$ cat config.mk
export PLATFORM = sky130hd
export DESIGN_NAME = pattern_detector_7seg
export DESIGN_NICKNAME = d
export VERILOG_FILES = /design/src/rtl/pattern_detector_7seg.sv
export SDC_FILE = /design/constraint.sdc
export NUM_CORES = 1
export LEC_CHECK = 0
export CORE_ASPECT_RATIO = 0.8
export CORE_MARGIN = 2
export CORE_UTILIZATION = 25
export CTS_CLUSTER_DIAMETER = 40
export DETAILED_ROUTE_END_ITERATION = 12
export MAX_ROUTING_LAYER = met4
export SETUP_SLACK_MARGIN = 0.02
export SYNTH_ARGS = -nofsm -noshare
export SYNTH_HDL_FRONTEND = slang
export SYNTH_SLANG_ARGS = --single-unit
export TNS_END_PERCENT = 50
$ cat constraint.sdc
create_clock -name clk -period 7.4 [get_ports clk]
set_input_delay 2.22 -clock clk [delete_from_list [all_inputs] [get_ports clk]]
set_output_delay 2.22 -clock clk [all_outputs]
set_load 0.1 [all_outputs]
$ cat src/rtl/pattern_detector_7seg.sv
// Serial pattern detector with programmable pattern, overlap control and a
// BCD match counter shown on an active-high 7-segment display (dp = match).
module pattern_detector_7seg #(
    parameter int                 PAT_LEN  = 4,
    parameter logic [PAT_LEN-1:0] PAT_INIT = 4'b1011
) (
    input  logic               clk,
    input  logic               rst,
    input  logic               in_valid,
    input  logic               in_bit,
    input  logic               overlap,
    input  logic               cfg_load,
    input  logic [PAT_LEN-1:0] cfg_pattern,
    input  logic               count_clr,
    output logic               match,
    output logic [3:0]         match_cnt,
    output logic               cnt_wrap,
    output logic [7:0]         seg
);

    localparam int FW = $clog2(PAT_LEN + 1);
    localparam logic [FW-1:0] FILL_FULL = FW'(PAT_LEN);

    logic [PAT_LEN-1:0] pattern;
    logic [PAT_LEN-1:0] history;
    logic [FW-1:0]      fill;

    logic [PAT_LEN-1:0] hist_next;
    logic [FW-1:0]      fill_next;
    logic               hit;
    logic [3:0]         cnt_next;
    logic               wrap_next;

    function automatic logic [6:0] seg_digit(input logic [3:0] d);
        case (d)
            4'd0:    seg_digit = 7'h3F;
            4'd1:    seg_digit = 7'h06;
            4'd2:    seg_digit = 7'h5B;
            4'd3:    seg_digit = 7'h4F;
            4'd4:    seg_digit = 7'h66;
            4'd5:    seg_digit = 7'h6D;
            4'd6:    seg_digit = 7'h7D;
            4'd7:    seg_digit = 7'h07;
            4'd8:    seg_digit = 7'h7F;
            4'd9:    seg_digit = 7'h6F;
            default: seg_digit = 7'h00;
        endcase
    endfunction

    // A bit arriving alongside cfg_load is discarded, so it can never hit.
    always_comb begin
        hist_next = {history[PAT_LEN-2:0], in_bit};
        fill_next = (fill == FILL_FULL) ? fill : fill + FW'(1);
        hit       = in_valid && !cfg_load && (fill_next == FILL_FULL) &&
                    (hist_next == pattern);
        cnt_next  = match_cnt;
        wrap_next = cnt_wrap;
        if (count_clr) begin
            cnt_next  = 4'd0;
            wrap_next = 1'b0;
        end else if (hit) begin
            if (match_cnt == 4'd9) begin
                cnt_next  = 4'd0;
                wrap_next = 1'b1;
            end else begin
                cnt_next = match_cnt + 4'd1;
            end
        end
    end

    always_ff @(posedge clk) begin
        if (rst) begin
            pattern   <= PAT_INIT;
            history   <= '0;
            fill      <= '0;
            match     <= 1'b0;
            match_cnt <= 4'd0;
            cnt_wrap  <= 1'b0;
            seg       <= 8'h3F;
        end else begin
            match     <= hit;
            match_cnt <= cnt_next;
            cnt_wrap  <= wrap_next;
            seg       <= {hit, seg_digit(cnt_next)};
            if (cfg_load) begin
                pattern <= cfg_pattern;
                history <= '0;
                fill    <= '0;
            end else if (in_valid) begin
                history <= hist_next;
                // Non-overlapping mode keeps history but demands a full refill.
                fill    <= (hit && !overlap) ? '0 : fill_next;
            end
        end
    end

endmodule

==> Word-level counts from Yosys, hierarchy flattened <==
Memories as Yosys holds them, arrays and structs flattened. A register that Yosys moved wholly into a read port is not among the register bits.
Index checks and enable logic that the tools add are counted.
{ "word_totals": {"regBits": 24, "latchBits": 0, "ram_bits": 0, "romBits": 112, "inputBits": 11, "output_inout_bits": 14, "word_cells": 28, "memories": 1} }
{ "classes": {"n_addsub": 2, "n_mul": 0, "n_div": 0, "order_cmp": 0, "n_eq_ne": 4, "n_shift": 0, "muxes": 5, "bitwise_logic": 0, "reduce_logical": 9} }
{ "memory_table": {"columns": ["name", "words", "width", "read_ports", "rd_clocked_by_memory_dff", "wr", "line_no", "rtl"], "rows": [
  ["(no name shown)", 16, 7, 1, 1, 0, "35", "case (d)"]
]} }
{ "op_table": {"columns": ["op", "n"], "rows": [
  ["2-to-1 mux 4 bit", 3],
  ["== test 3 bit (second input constant)", 2],
  ["2-to-1 mux 3 bit", 2],
  ["adder 4 x 1 -> 4 bit (second input constant)", 1],
  ["== test 4 bit", 1],
  ["== test 4 bit (second input constant)", 1],
  ["logical AND 1 bit", 4],
  ["OR reduction 2 bit", 2],
  ["adder 3 x 1 -> 3 bit (second input constant)", 1],
  ["zero test 1 bit", 2],
  ["AND reduction 2 bit", 1]
]} }

==> Depth between registers and ports, before layout <==
{ "logic_depth": {"depth_word": 7, "mapped_depth": 12, "depth_no_buf": 12} }

==> Worst setup path before layout <==
OpenSTA, ideal clock, no wires.
{ "synth_timing": {"path_type": "in2reg", "startpoint": "input cfg_load", "endpoint": "register seg[0]", "setup_time_ns": 0.079, "arrival_ns": 4.246, "required_time_ns": 7.321, "slack_ns": 3.075, "cell_stages": 9, "path_buffers": 1, "path_cell_list": "buf_2 -> nor2b_1 -> nand4_1 -> or3_4 -> mux2i_1 -> or2_2 -> ha_1 -> o311a_1 -> o211ai_1"} }
{ "synth_between": {"elab_chain_len": 6} }
{ "synth_lines": {"columns": ["item", "line_no", "rtl"], "rows": [
  ["from (decl)", "12", "input logic cfg_load,"],
  ["zero test 1 bit", "54", "hit = in_valid && !cfg_load && (fill_next == FILL_FULL) &&"],
  ["logical AND 1 bit (3 in series)", "54", null],
  ["2-to-1 mux 4 bit", "61", "end else if (hit) begin"],
  ["2-to-1 mux 4 bit", "58", "if (count_clr) begin"],
  ["to (decl)", "18", "output logic [7:0] seg"]
]} }
No other way between the ends.
A chain may end at the register's enable or synchronous reset.

==> Worst setup path after layout <==
{ "layout_timing": {"startpoint": "input in_valid", "endpoint": "register seg[5]"} }
{ "layout_between": {"elab_chain_len": 5} }
{ "layout_lines": {"columns": ["item", "line_no", "rtl"], "rows": [
  ["from (decl)", "9", "input logic in_valid,"],
  ["logical AND 1 bit (3 in series)", "54", null],
  ["2-to-1 mux 4 bit", "61", null],
  ["2-to-1 mux 4 bit", "58", null]
]} }
No other way between the ends.

==> flow_summary.json <==
{
  "async_reset_ff_share_pct": 0,
  "nNetsFinal": 193,
  "hold_path.startpoint": "cnt_wrap$_SDFFE_PP0P_",
  "gp_congestion": 0.916,
  "path_cells": "clkdlybuf4s50_1 -> nor2b_1 -> nand4_1 -> or3_4 -> mux2i_1 -> or2_2 -> ha_1 -> o311ai_0 -> o311a_1 -> o211ai_1",
  "max_slew_margin_pct": 35.0,
  "ir_worst_vdd_mv": 0.0536,
  "rows": 24,
  "cts.repair.resized": 0,
  "num_vias": 1124,
  "grt_use_met2_pct": 15.8,
  "min_path_type": "flip-flop to flip-flop",
  "synth_edf_count": 0,
  "max_freq_mhz": 202,
  "cp.required_ns": 7.54,
  "totalWireLength_um": 3070,
  "drive_above_1_share_pct": 6.36,
  "synth_ff_type": "dfxtp_1",
  "grt_overflow_total": 0,
  "clk_pin_slew_ns": 0.08,
  "outcome": "finished clean",
  "yosysWarnings": 0,
  "switching_power_w": 0.0000559,
  "fin_crit_sh_pct": 66.9,
  "cts_setup_buffers": 0,
  "cts_max_level": 1,
  "die_x_um": 87.0,
  "die_area_um2": 6120,
  "slowest_stage": "clkdlybuf4s50_1",
  "cp_top_family": "simple AND/OR/NAND/NOR gates",
  "rrSetupSlack_ns": 4.33,
  "swShare_pct": 24.3,
  "pwr-share-seq_pct": 55.3,
  "numClockSinks": 23,
  "place_ws_ns": 2.19,
  "rsz0062_at_grt": "false",
  "final_common_cell": "clkdlybuf4s50_1",
  "ant_nets": 0,
  "grt_pass1_vias": 1074,
  "dp.final_hpwl_um": 2340,
  "critical_path_class": "input pin to flip-flop",
  "grt_util_met3_pct": 2.13,
  "cts_tree": "yes",
  "drv_cap": 0,
  "synthesis.nets": 174,
  "wl_per_cell_um": 12.9,
  "ys_ff_latch": 23,
  "end_kind": "flip-flop",
  "portBuffers": 24,
  "avgViaCountPerCell": 4.72,
  "synth_area_per_cell_um2": 8.89,
  "internal_power_w": 0.000174,
  "yosys.cell_types.count": 48,
  "grt_start_max_net_pins": 17,
  "area_growth_pct": 22.7,
  "worstSkewPairLatency_ns": 0.27,
  "worst_slack_ns": 2.45,
  "drt_first_pass_iters": 4,
  "worstPathArrival_ns": 5.09,
  "crit_path_start": "in_valid",
  "postSynthCellCount": 155,
  "start_util_pct": 25.6,
  "cts_root_buf": "clkbuf_8",
  "slew_viol_final": 0,
  "worst-path-stages": 10,
  "core-area_um2": 5380,
  "insertedDiodeCount": 0,
  "grt_use_met1_pct": 14.9,
  "syn_area_um2": 1380,
  "final_cell_mix": "24 x clkdlybuf4s50_1, 23 x dfxtp_1, 17 x nor2_1",
  "cts_buffers": 3,
  "slowest_delay_ns": 0.64,
  "drcViolationCount": 0,
  "power_frac_comb_pct": 8.8,
  "crit_fanout": 11,
  "ios": 25,
  "drtIter0Drc": 87,
  "setup_tns_ns": 0,
  "skew_ns": 0.00609,
  "pwr-share-clk_pct": 35.9,
  "grt_usage_pct": 10.9,
  "p_per_area_nw_per_um2": 136,
  "hold_buffers": 0,
  "clockBufferDepth": 2,
  "top_usage_layer": "met2",
  "r2r-end": "seg[5]$_SDFF_PP1_",
  "finalCriticalPeriod_ns": 4.95,
  "setup.worst_path.end": "seg[5]$_SDFF_PP1_",
  "worst_pin_slew_ns": 0.972,
  "path_buf_inv": 1,
  "die_h_um": 70.4,
  "worstSetupStartpointType": "input pin",
  "post-route-util_pct": 31.4,
  "grt_pass1_wl_um": 5110,
  "reg2regPathDepth": 11,
  "hold_viol_final": 0,
  "r2r_start": "fill[0]$_SDFFE_PP0P_",
  "power_w": 0.000230,
  "yosysSeqAreaShare_pct": 33.4,
  "finalSetupViolations": 0,
  "antenna_found_initial": 0,
  "p_leak_nw": 0.618
}
worst reg2reg max path, cell delays in order, from the launching register on:
cell       delay, ns
dfxtp_1         0.40
inv_1           0.09
ha_1            0.24
nand4bb_1       0.21
a311o_1         0.38
or3_4           0.43
mux2i_1         0.18
or2_2           0.35
ha_1            0.23
o311ai_0        0.10
o311a_1         0.25
o211ai_1        0.10
power groups by stage:
stage	clock network [W]	logic (W)	registers [W]
3_3_place_gp	0	0.0000205	0.000130
3_5_place_dp	0	0.0000204	0.000130
4_1_cts	0.0000845	0.0000204	0.000127
5_1_grt	0.0000889	0.0000224	0.000127
2_1_floorplan	0	0.0000132	0.000130
6_report	0.0000827	0.0000202	0.000127
logic make-up (layout without fill, tap and decap cells):
family	after synthesis	count (layout)	share of synthesized area [%]
simple gates	57	57	22.7
compound gates	31	31	17.9
flops	23	23	33.4
buf+inv	19	37	6.63
mux	10	10	7.63
fa+ha+maj	8	8	7.27
xor+xnor	7	7	4.45
worst min path at each step:
stage	end	slack (ns)	cells past startpoint
2_1_floorplan	pattern[0]$_SDFFE_PP1P_	0.46	2
3_3_place_gp	cnt_wrap$_SDFFE_PP0P_	0.46	1
6_report	cnt_wrap$_SDFFE_PP0P_	0.49	1
3_5_place_dp	cnt_wrap$_SDFFE_PP0P_	0.47	1
4_1_cts	cnt_wrap$_SDFFE_PP0P_	0.49	1
5_1_grt	fill[1]$_SDFFE_PP0P_	0.52	2
state kept, by name, indices dropped and copies added, names as in the netlist:
register / cells
history: 3
fill: 3
seg: 8
pattern: 4
cnt_wrap: 1
match_cnt: 4
synthesized netlist by cell type, types with 2 or more instances:
cell type,n,share of area [%]
o2111ai_1,2,1.3
o211ai_1,3,1.6
or2_2,3,1.4
nand3_1,3,1.1
nand3b_1,3,1.6
nor3_1,5,1.8
mux2i_1,9,6.5
xnor2_1,6,3.8
ha_1,8,7.3
buf_6,2,1.6
o311a_1,2,1.5
nor2_1,17,4.6
nor2b_1,2,0.91
a31oi_1,2,0.91
o21ai_0,6,2.2
a21oi_1,3,1.1
clkbuf_1,6,1.6
nand2_1,13,3.5
inv_1,9,2.5
dfxtp_1,23,33
stage by stage:
stage,cell area [um^2],cells,hold slack (ns)
after detailed placement,1640,234,0.468
after global routing,1690,238,0.519
after CTS,1690,238,0.495
final,1690,238,0.485
after floorplan,1380,155,0.463
after global placement,1640,234,0.462
layer usage:
metal / routed length (um) / part of all wire (%)
met2: 1280 / 42
met4: 55 / 1.8
met3: 116 / 3.8
met5: 0 / 0
met1: 1610 / 53
cell type report:
cell class | instances | area [um^2]
Clock buffer | 3 | 41.3
Clock inverter | 1 | 7.51
Fill cell | 549 | 3680
Inverter | 9 | 33.8
Multi-Input combinational cell | 113 | 826
Sequential cell | 23 | 460
Tap cell | 65 | 81.3
Timing Repair Buffer | 24 | 240
No activity file was read; power rests on OpenSTA's default activity.
